File: src/rtl/mips_pc_pkg.sv
`default_nettype none
// ============================================================================
// Module      : mips_pc_pkg
// Description : Shared fetch-stage definitions. Holds the boot address and
//               exception vector (also used by CP0 and the fetch exception
//               checker), the PC sequencer state type and the next-PC source
//               encoding.
// Ports       : none (package)
// Revision    : 1.0 - initial release
// ============================================================================
package mips_pc_pkg;

    localparam logic [31:0] PC_RESET_ADDR = 32'h0000_3000;
    localparam logic [31:0] PC_EXC_VECTOR = 32'h0000_4180;

    // Sequencer state: BOOT is the single bubble cycle after reset, EXC/RET
    // mark the first fetch at the handler / at EPC.
    typedef enum logic [1:0] {
        BOOT = 2'd0,
        RUN  = 2'd1,
        EXC  = 2'd2,
        RET  = 2'd3
    } pc_state_t;

    // Which rule picked the next PC; the top uses it to steer BDF and the
    // ERET squash without re-deriving the priority.
    typedef enum logic [2:0] {
        SEL_EXC    = 3'd0,
        SEL_BOOT   = 3'd1,
        SEL_ERET   = 3'd2,
        SEL_HOLD   = 3'd3,
        SEL_BRANCH = 3'd4,
        SEL_SEQ    = 3'd5
    } pc_sel_t;

endpackage : mips_pc_pkg
`default_nettype wire

File: src/rtl/pc_next_sel.sv
`default_nettype none
// ============================================================================
// Module      : pc_next_sel
// Description : Purely combinational next-PC / next-state priority mux for
//               the fetch stage. Reset is handled by the register in the top.
// Ports       : state      - current sequencer state
//               pc, pc4    - current fetch address and its successor
//               stall      - fetch-stage hold
//               branch,npc - taken redirect from decode and its target
//               int_req    - CP0 exception/interrupt request
//               eret, epc  - ERET in decode and the return address
//               next_pc    - PC to load on the next edge
//               next_state - state to load on the next edge
//               sel        - which priority rule produced next_pc
// Revision    : 1.0 - initial release
// ============================================================================
module pc_next_sel
    import mips_pc_pkg::*;
#(
    parameter logic [31:0] RESET_PC   = PC_RESET_ADDR,
    parameter logic [31:0] EXC_VECTOR = PC_EXC_VECTOR
) (
    input  pc_state_t   state,
    input  logic [31:0] pc,
    input  logic [31:0] pc4,
    input  logic        stall,
    input  logic        branch,
    input  logic [31:0] npc,
    input  logic        int_req,
    input  logic        eret,
    input  logic [31:0] epc,
    output logic [31:0] next_pc,
    output pc_state_t   next_state,
    output pc_sel_t     sel
);

    always_comb begin
        next_pc    = pc4;
        next_state = RUN;
        sel        = SEL_SEQ;
        if (int_req) begin
            // Exception entry ignores the stall and discards a concurrent ERET.
            next_pc    = EXC_VECTOR;
            next_state = EXC;
            sel        = SEL_EXC;
        end else if (state == BOOT) begin
            // The boot bubble cannot be held; the boot address is then
            // fetched again, this time as a real instruction.
            next_pc    = RESET_PC;
            next_state = RUN;
            sel        = SEL_BOOT;
        end else if (eret && !stall) begin
            next_pc    = epc;
            next_state = RET;
            sel        = SEL_ERET;
        end else if (stall) begin
            next_pc    = pc;
            next_state = state;
            sel        = SEL_HOLD;
        end else if (branch) begin
            // Targets are passed through unaligned; the fetch checker flags AdEL.
            next_pc    = npc;
            next_state = RUN;
            sel        = SEL_BRANCH;
        end
    end

endmodule : pc_next_sel
`default_nettype wire

File: src/rtl/pc_fetch_unit.sv
`default_nettype none
// ============================================================================
// Module      : pc_fetch_unit
// Description : Program-counter register and next-PC sequencer for the fetch
//               stage of the five-stage MIPS pipeline. Arbitrates sequential
//               fetch, stall, branch/jump redirect, exception entry and ERET.
//               Build option PC_DELAY_SLOT_BD_EN: when defined, BDF tracks
//               JumpInD; when undefined BDF is tied low and no BD register
//               exists.
// Ports       : clk, reset      - clock, synchronous active-high reset
//               StallF          - hazard-unit hold of fetch
//               BranchD, NPCD   - taken redirect from decode and its target
//               JumpInD         - decode holds a branch/jump (taken or not)
//               IntReq          - CP0 exception/interrupt request pulse
//               EretD, EPC      - ERET in decode and the return address
//               PCF, PC4F       - fetch address and fetch address + 4
//               BDF             - fetched instruction is in a delay slot
//               ValidF          - fetched instruction is to be issued
// Revision    : 1.0 - initial release
// ============================================================================
module pc_fetch_unit
    import mips_pc_pkg::*;
#(
    parameter logic [31:0] RESET_PC   = PC_RESET_ADDR,
    parameter logic [31:0] EXC_VECTOR = PC_EXC_VECTOR
) (
    input  logic        clk,
    input  logic        reset,
    input  logic        StallF,
    input  logic        BranchD,
    input  logic [31:0] NPCD,
    input  logic        JumpInD,
    input  logic        IntReq,
    input  logic        EretD,
    input  logic [31:0] EPC,
    output logic [31:0] PCF,
    output logic [31:0] PC4F,
    output logic        BDF,
    output logic        ValidF
);

    pc_state_t   r_state;
    logic [31:0] r_pc;
    pc_state_t   w_next_state;
    logic [31:0] w_next_pc;
    pc_sel_t     w_sel;
    logic        w_bd;

    // ---------------------------------------------------------------- next state
    pc_next_sel #(
        .RESET_PC   (RESET_PC),
        .EXC_VECTOR (EXC_VECTOR)
    ) u_next_sel (
        .state      (r_state),
        .pc         (r_pc),
        .pc4        (PC4F),
        .stall      (StallF),
        .branch     (BranchD),
        .npc        (NPCD),
        .int_req    (IntReq),
        .eret       (EretD),
        .epc        (EPC),
        .next_pc    (w_next_pc),
        .next_state (w_next_state),
        .sel        (w_sel)
    );

    // ------------------------------------------------------------ state register
    always_ff @(posedge clk) begin
        if (reset) begin
            r_state <= BOOT;
            r_pc    <= RESET_PC;
        end else begin
            r_state <= w_next_state;
            r_pc    <= w_next_pc;
        end
    end

    // ------------------------------------------------------- delay-slot flag
`ifdef PC_DELAY_SLOT_BD_EN
    logic r_bd;

    // Loaded from JumpInD only on a normal advance; held on stall and cleared
    // on boot, exception entry and ERET return.
    always_ff @(posedge clk) begin
        if (reset) begin
            r_bd <= 1'b0;
        end else begin
            case (w_sel)
                SEL_HOLD:            r_bd <= r_bd;
                SEL_BRANCH, SEL_SEQ: r_bd <= JumpInD;
                default:             r_bd <= 1'b0;
            endcase
        end
    end

    assign w_bd = r_bd;
`else
    logic w_unused_jump_in;

    assign w_unused_jump_in = JumpInD;
    assign w_bd             = 1'b0;
`endif

    // ------------------------------------------------------------------ outputs
    // ValidF drops in BOOT, and also in the cycle an ERET is accepted: ERET has
    // no delay slot, so the instruction fetched alongside it must enter F/D as
    // a bubble on that same edge.
    always_comb begin
        PCF    = r_pc;
        PC4F   = r_pc + 32'd4;
        BDF    = w_bd;
        ValidF = (r_state != BOOT) && (w_sel != SEL_ERET);
    end

endmodule : pc_fetch_unit
`default_nettype wire

File: config.mk
export PLATFORM = sky130hd
export DESIGN_NAME = pc_fetch_unit
export DESIGN_NICKNAME = d
export VERILOG_FILES = /design/src/rtl/mips_pc_pkg.sv /design/src/rtl/pc_next_sel.sv /design/src/rtl/pc_fetch_unit.sv
export SDC_FILE = /design/constraint.sdc
export NUM_CORES = 1
export LEC_CHECK = 0
export ABC_AREA = 1
export CELL_PAD_IN_SITES_DETAIL_PLACEMENT = 1
export CELL_PAD_IN_SITES_GLOBAL_PLACEMENT = 1
export CORE_ASPECT_RATIO = 1.25
export CORE_MARGIN = 2
export CORE_UTILIZATION = 24
export DETAILED_ROUTE_END_ITERATION = 10
export GPL_TIMING_DRIVEN = 0
export PLACE_DENSITY = 0.78
export SYNTH_ARGS = -nofsm -noshare
export SYNTH_HDL_FRONTEND = slang
export SYNTH_SLANG_ARGS = --single-unit
File: constraint.sdc
create_clock -name clk -period 1.5 [get_ports clk]
set_input_delay 0.3 -clock clk [delete_from_list [all_inputs] [get_ports clk]]
set_output_delay 0.3 -clock clk [all_outputs]
set_load 0.05 [all_outputs]
# Yosys cells after proc, flatten, opt, wreduce, memory -nomap -nowiden
# Index checks and enable logic that the tools add are counted.
# totals
ff_bits	34
inputBits	71
out_inout_bits	66
wordCells	30
# op_classes
addsub	1
n_eq_ne	4
mux	14
reduce_logical	7
# ops
op	count
$mux 32	3
$add 32x3->32 const B	1
$mux 15	2
$mux 3	4
$mux 2	4
$ne 4x1->1 const B	1
$ne 3x1->1 const B	1
$ne 3x2->1 const B	1
$reduce_or 3->1	1
$logic_and 1x1->1	2
$logic_not 2->1	1
$ne 2x1->1 const B	1
$reduce_bool 2->1	1
$reduce_or 2->1	1
$logic_not 1->1	1
$mux 1	1

# Logic depth before layout (Yosys ltp)
# Gate-level depths: netlist of the first run.
# logic_depth
word_depth	7
ltp_mapped	10
mapped_depth_nobuf	10

# Cells and area by module
# Synthesis of the first run repeated with hierarchy kept, for this count alone.
# hier_totals
hier_cells	592
area_unflattened_um2	3333.2
# modules_own_cells
mod	n_inst	cells_each	area_each_um2	seq_area_each_um2
pc_fetch_unit	1	283	1884.3	680.7
pc_next_sel	1	309	1448.9	0.0

# Worst setup path after synthesis of the first run
# Ideal clock, no wire load.
# synth_path
kind	reg-to-reg
startpoint	register r_pc[2], in the netlist PCF[2]
endpoint	register r_pc[10], in the netlist PCF[10]
setup_ps	70
arrival_time_ps	2511
required_time_ps	1430
path_slack_ps	-1081
stages_incl_launch_ff	8
path_buffers	0
synth_period_minus_slack_ps	2581
path_cell_list	dfxtp_1 -> ha_1 -> inv_1 -> nor2_2 -> nand2_1 -> xnor2_1 -> o21bai_1 -> a21oi_1
# synth_via
elab_chain_len	4
# synth_lines
element	line	rtl
start, declared	pc_fetch_unit.sv:43	logic [31:0] r_pc;
start signal, assigned	pc_fetch_unit.sv:75	r_pc <= w_next_pc;
$add 32x3->32	pc_fetch_unit.sv:111	PC4F = r_pc + 32'd4;
via PC4F[10]	pc_fetch_unit.sv:37	output logic [31:0] PC4F,
$mux 32	pc_next_sel.sv:60	end else if (branch) begin
$mux 32	pc_next_sel.sv:56	end else if (stall) begin
$mux 32	pc_next_sel.sv:52	end else if (eret && !stall) begin
# The timed path passes the listed nets, and every way through them passes these cells. The select of a mux whose other input is x is not followed.
# A chain may end at the register's enable or synchronous reset.

# Final worst setup path of the first run
# layout_path
startpoint	register r_pc[3], in the netlist PCF[3]
endpoint	output port PC4F[16]
# layout_via
elab_chain_len	1
# layout_lines
element	line
$add 32x3->32	pc_fetch_unit.sv:111
end, declared	pc_fetch_unit.sv:37
# Every way passes these cells.

==> results of run 1 <==
[cells in the mapped netlist]
cell      count  area (µm²)
a21oi_1      38         190
a22o_1        1        8.76
a31oi_1       6        37.5
buf_2         7        35.0
buf_4         3        22.5
clkbuf_1      9        33.8
clkinv_1      3        11.3
conb_1        1        3.75
dfxtp_1      34         681
ha_1          1        12.5
inv_1        58         218
nand2_1     146         548
nand2_2       7        43.8
nand3_1      37         185
nand4_1       2        12.5
nor2_1       85         319
nor2_2        7        43.8
nor2_4        8        90.1
nor3_1        1        5.00
o211ai_1      3        22.5
o21ai_0      41         205
o21ai_1       4        20.0
o21bai_1      4        30.0
xnor2_1       5        43.8
xor2_1        2        17.5
xor2_2        1        16.3
[sequential cells by signal (all words and copies together), names as in the netlist, named ones only]
register  count
PCF          30
r_state       2
[layer usage]
metal | GRT usage | routed length (µm) | up-vias
met5 | 0 | 0 | -
met4 | 0.121 | 1060 | 0
met3 | 0.0450 | 864 | 68
met2 | 0.471 | 10100 | 199
met1 | 0.301 | 7210 | 2213
li1 | - | - | 2040
[power groups by stage]
stage / sequential [µW] / clock [µW] / combinational, µW
2_1_floorplan: 1100 / 0 / 435
3_3_place_gp: 1010 / 0 / 930
3_5_place_dp: 1010 / 0 / 946
4_1_cts: 977 / 1090 / 1060
5_1_grt: 985 / 1150 / 1220
6_report: 983 / 1120 / 1160
[critical path, cell delays in order, from the launching register on]
cell     delay (ps)
dfxtp_4         390
ha_4            200
nand3_4         120
nor2_4          200
nand4_1         250
nand2_4         140
buf_8           150
[repair_timing]
item	4_1_cts	5_1_grt
gates resized for setup	423	136
pin swaps	45	64
endpoints found under the setup margin	96	75
hold buffers	0	0
setup buffers	46	23
[stage by stage]
stage | hold WS (ps) | instances
6_report | 365 | 880
5_1_grt | 395 | 880
4_1_cts | 374 | 861
3_5_place_dp | 474 | 807
3_3_place_gp | 450 | 807
2_1_floorplan | 369 | 514
[worst max path at each step]
stage / startpoint / endpoint / slack, ps / cells past startpoint
after floorplan: PCF[2] / PC4F[31] / -300 / 7
after global placement: PCF[2] / PC4F[18] / -940 / 8
after detailed placement: PCF[2] / PC4F[18] / -970 / 8
after CTS: PCF[2] / PC4F[23] / -520 / 8
after global routing: PCF[3] / PC4F[16] / -640 / 6
final: PCF[3] / PC4F[16] / -550 / 6
[cell type report]
class / instances / area [µm²]
sequential: 34 / 778
inverter: 61 / 251
fill: 1388 / 5170
buffer: 19 / 111
clock inverter: 1 / 5.00
multi-input combinational: 400 / 3010
timing repair buffer: 197 / 1950
clock buffer: 7 / 143
tap: 161 / 201
[cell families (layout without fill, tap and decap cells)]
kind of cell	Yosys count	count (layout)	share of synthesized area
buf+inv	80	285	0.112
fa+ha+maj	1	1	0.00438
flops	34	34	0.238
simple gates	293	293	0.437
xor+xnor	8	8	0.0272
other cells	1	1	0.00131
compound gates	97	97	0.180
==> metrics.md, run 1 <==
| Metric | Value |
|---|---|
| Status | finished, violations left |
| Failing checks | setup timing |
| Critical Path RT | 1200 ps |
| Final cycle utilization of the critical path | 1.37 |
| Share of cells above drive strength 1 | 0.512 |
| Finished Core Util | 0.555 |
| Worst Setup Path Type | flip-flop to output pin |
| Int Pwr | 2050 µW |
| Worst hold path stage count | 3 |
| Distinct cells, synth | 26 |
| Fin. Hold Viols | 0 |
| Relative slew margins | 0.575 |
| CORE AREA | 11600 µm² |
| Clock Tree Root | clkbuf_16 |
| Routed Antenna Nets | 0 |
| Commonest non-fill, non-tap cell in the layout | nand2_1 |
| Initial antenna violation count | 0 |
| Clk_lat worst skew | 300 ps |
| Starting density of the core | 0.246 |
| Sw power | 1220 µW |
| Area after DPL | 4960 µm² |
| GRT Residual Overflow | 0 |
| Pwr per Cell Area | 506 nW/µm² |
| DR vias/cell | 5.14 |
| # diodes | 0 |
| Max_cap viols | 0 |
| Fraction of power consumed by sequential logic | 0.301 |
| Sink Count | 34 |
| Final worst path period need | 2050 ps |
| First-pass GRT wire length | 26000 µm |
| Worst flop-to-flop path startpoint | PCF[3] |
| Fmax | 487 MHz |
| Leak | 0.00264 µW |
| Worst setup SP type | flip-flop |
| Syn Inst Count | 514 |
| Arr. time, crit path | 1750 ps |
| Critical Path End Type | output pin |
| Post-route cell area | 6450 µm² |
| Clock transition at path regs | 60 ps |
| Initial DRC count | 152 |
| Worst slew pin tran | 637 ps |
| Post-synthesis sequential area ratio | 0.238 |
| Tot Pwr | 3270 µW |
| Comb power frac | 0.356 |
| Reg2reg setup slack | -270 ps |
| Post-synthesis instance area | 2860 µm² |
| Die Y | 126 µm |
| Mapped Nets | 586 |
| GRT Total Usage | 0.264 |
| H-tree depth | 2 |
| Total wire length | 19200 µm |
| Placer Congestion | 0.891 |
| R2r worst-path depth | 8 |
| Rows | 44 |
| Largest net degree at the start of global routing | 11 |
| Synth warn | 0 |
| Final setup fails | 49 |
| Hpwl dp | 11200 µm |
| Pre-CTS setup slack | -973 ps |
| IO Port Bufs | 132 |
| Total Die Area | 12800 µm² |
| Num CTS Buffers | 5 |
| Final Max Slew Viols | 0 |
| Via count | 4520 |
| TNS Setup | -14780 ps |
| Worst hold path type | input port to flip-flop |
| DRC viols | 0 |
| Commonest cells after routing, fill and taps aside | nand2_1 (70), clkdlybuf4s50_1 (66), nor2_1 (54) |
| Fin nets | 790 |
| CTS tree | yes |
| Clock share of power | 0.344 |
| Synth Register Bits | 34 |
| Vias in the first global route | 4827 |
| DR WL/cell | 21.8 µm |
| Mapped Avg Cell Area | 5.56 µm² |
| Clk buf depth | 2 |
| Worst Skew | 7.60 ps |
| Sw frac | 0.373 |
| Worst-path maximum fanout | 4 |
| Area grow syn2layout | 126% |
| I/O pin cnt | 137 |
| RSZ-0062 raised after global routing | true |
| Final WS setup | -552 ps |
| Die X | 102 µm |
| First-pass iteration count of the detailed router | 4 |
| Hold Crit Start | EretD |
| FF-to-FF End | PCF[16] |
| Hold EP | PCF[26] |
| Maximum vdd drop | 0.325 mV |
Power figures use the tool's default switching activity.
==> run 2, diff against run 1 <==
- CORE_MARGIN: 2 -> 3
==> metrics.md, run 2 (synthesis gave the netlist of run 1 again) <==
| Metric | Value |
|---|---|
| Critical Path End Type | output pin |
| Fmax | 478 MHz |
| Starting density of the core | 0.252 |
| Worst setup SP type | flip-flop |
| First-pass iteration count of the detailed router | 5 |
| Final worst path period need | 2090 ps |
| CORE AREA | 11400 µm² |
| Failing checks | setup timing |
| Worst flop-to-flop path startpoint | PCF[3] |
| Fin. Hold Viols | 0 |
| Final Max Slew Viols | 0 |
| Max_cap viols | 0 |
| Worst Skew | 4.85 ps |
| Initial DRC count | 294 |
| Tot Pwr | 3330 µW |
| Area grow syn2layout | 129% |
| Die Y | 128 µm |
| Initial antenna violation count | 0 |
| Routed Antenna Nets | 0 |
| Max incr delay on CP | 400 ps |
| Vias in the first global route | 4820 |
| I/O pin cnt | 137 |
| Worst hold path type | input port to flip-flop |
| Critical Path RT | 1200 ps |
| Via count | 4630 |
| Pwr per Cell Area | 509 nW/µm² |
| TNS Setup | -16130 ps |
| Slowest CP cell | dfxtp_4 |
| Critical path origin | PCF[2] |
| Rows | 43 |
| # diodes | 0 |
| H-tree depth | 2 |
| Filler cell count | 1344 |
| RSZ-0062 raised after global routing | true |
| Commonest non-fill, non-tap cell in the layout | nand2_1 |
| Hold buffer count at cts | 0 |
| Largest net degree at the start of global routing | 11 |
| Status | finished, violations left |
| Crit path cell chain | ha_4 > inv_4 > nor2_4 > nand2_4 > buf_12 > o21ai_4 > nand2_4 > buf_8 |
| GRT Residual Overflow | 0 |
| Share of cells above drive strength 1 | 0.523 |
| Worst-path maximum fanout | 4 |
| DR vias/cell | 5.20 |
| FF-to-FF End | PCF[19] |
| Die X | 104 µm |
| R2r worst-path depth | 13 |
| Relative slew margins | 0.514 |
| Fin nets | 804 |
| Placer Congestion | 0.869 |
| CTS tree | yes |
| Worst path most repeated cell | nand2_4 |
| Setup crit end | PC4F[18] |
| Final WS setup | -593 ps |
| DRC viols | 0 |
| IO Port Bufs | 132 |
| Total Die Area | 13300 µm² |
| Commonest cells after routing, fill and taps aside | nand2_1 (71), clkdlybuf4s50_1 (65), buf_4 (56) |
| Worst Setup Path Type | flip-flop to output pin |
| GRT Total Usage | 0.240 |
| Clock Tree Root | clkbuf_16 |
| Hpwl dp | 11400 µm |
| Clock transition at path regs | 60 ps |
| Max FFs per register | 30 |
| DR WL/cell | 22.1 µm |
| Reg2reg setup slack | -270 ps |
| Clk_lat worst skew | 290 ps |
| Arr. time, crit path | 1790 ps |
| Leak | 0.00271 µW |
| Total wire length | 19700 µm |
| Final cycle utilization of the critical path | 1.40 |
| Sink Count | 34 |
| Worst slew pin tran | 729 ps |
| Maximum vdd drop | 0.382 mV |
| Final setup fails | 54 |
| Num CTS Buffers | 5 |
| Clk buf depth | 2 |
| First-pass GRT wire length | 25300 µm |
==> run 2: changes by cell type in the layout (fill, tap and decap cells not counted), moves of 4 or more <==
cell / before / now
buf_6: 30 / 39
buf_2: 16 / 8
buf_4: 48 / 56
clkdlybuf4s15_2: 9 / 15
nand3_2: 11 / 16
nor2_4: 36 / 31
nor2_2: 10 / 14
==> run 2: cell type report <==
class,instances,area (µm²),area share
inverter,61,249,0.0381
buffer,19,125,0.0191
clock inverter,1,5.00,0.000765
multi-input combinational,400,2940,0.449
clock buffer,7,143,0.0218
tap,157,196,0.0300
timing repair buffer,211,2110,0.323
sequential,34,773,0.118
==> run 2: worst min-delay path by stage <==
stage          startpoint         end  slack (ps)  cells after the start
3_5_place_dp   r_state[0]  r_state[0]         470                      2
4_1_cts             EretD      PCF[5]         380                      3
5_1_grt             EretD     PCF[29]         390                      3
6_report            EretD      PCF[5]         340                      3
3_3_place_gp   r_state[0]  r_state[0]         450                      2
2_1_floorplan       reset  r_state[1]         370                      1
==> run 2: timing repair <==
item,CTS,global route
setup buffers,45,40
endpoints found under the setup margin,97,64
resized for setup,392,145
cloned,0,0
endpoints found under the hold margin,0,0
pin swaps,41,64
==> run 2: through the flow <==
step	hold WS (ps)	instances	utilization	worst slack (ps)	cell area, µm²
after floorplan	369	514	-	-304	3440
final	339	890	0.576	-593	6540
after global placement	453	803	0.437	-964	4960
after detailed placement	472	803	0.437	-963	4960
after global routing	385	890	0.576	-621	6540
after CTS	378	856	0.510	-491	5790
==> run 2: where the power goes <==
part,internal (µW),leakage (µW),switching (µW),total (µW)
sequential,914,0.000296,74.0,988
clock,662,0.0000739,476,1140
combinational,508,0.00234,698,1210
total,2080,0.00271,1250,3330
==> run 2: metal layers <==
layer | global-route usage | vias up | wire [µm] | share of wire
met5 | 0 | - | 0 | 0
met4 | 0.112 | 0 | 925 | 0.047
met3 | 0.0453 | 72 | 1160 | 0.059
met2 | 0.455 | 221 | 10100 | 0.51
met1 | 0.256 | 2279 | 7520 | 0.38
li1 | - | 2058 | - | -
==> run 2: critical path, delay by kind of cell (launching register included) <==
| family | cells | cell delay [ps] |
|---|---|---|
| adders and majority gates | 1 | 190 |
| and+or+nand+nor | 3 | 350 |
| DFF | 1 | 400 |
| buffers and inverters | 3 | 360 |
| AOI/OAI and AO/OA | 1 | 200 |
==> run 3, diff against run 2 <==
- ABC_CLOCK_PERIOD_IN_PS: not set -> 1500
==> results of run 3 <==
The final DEF is identical to that of run 2; final timing and power are the same.
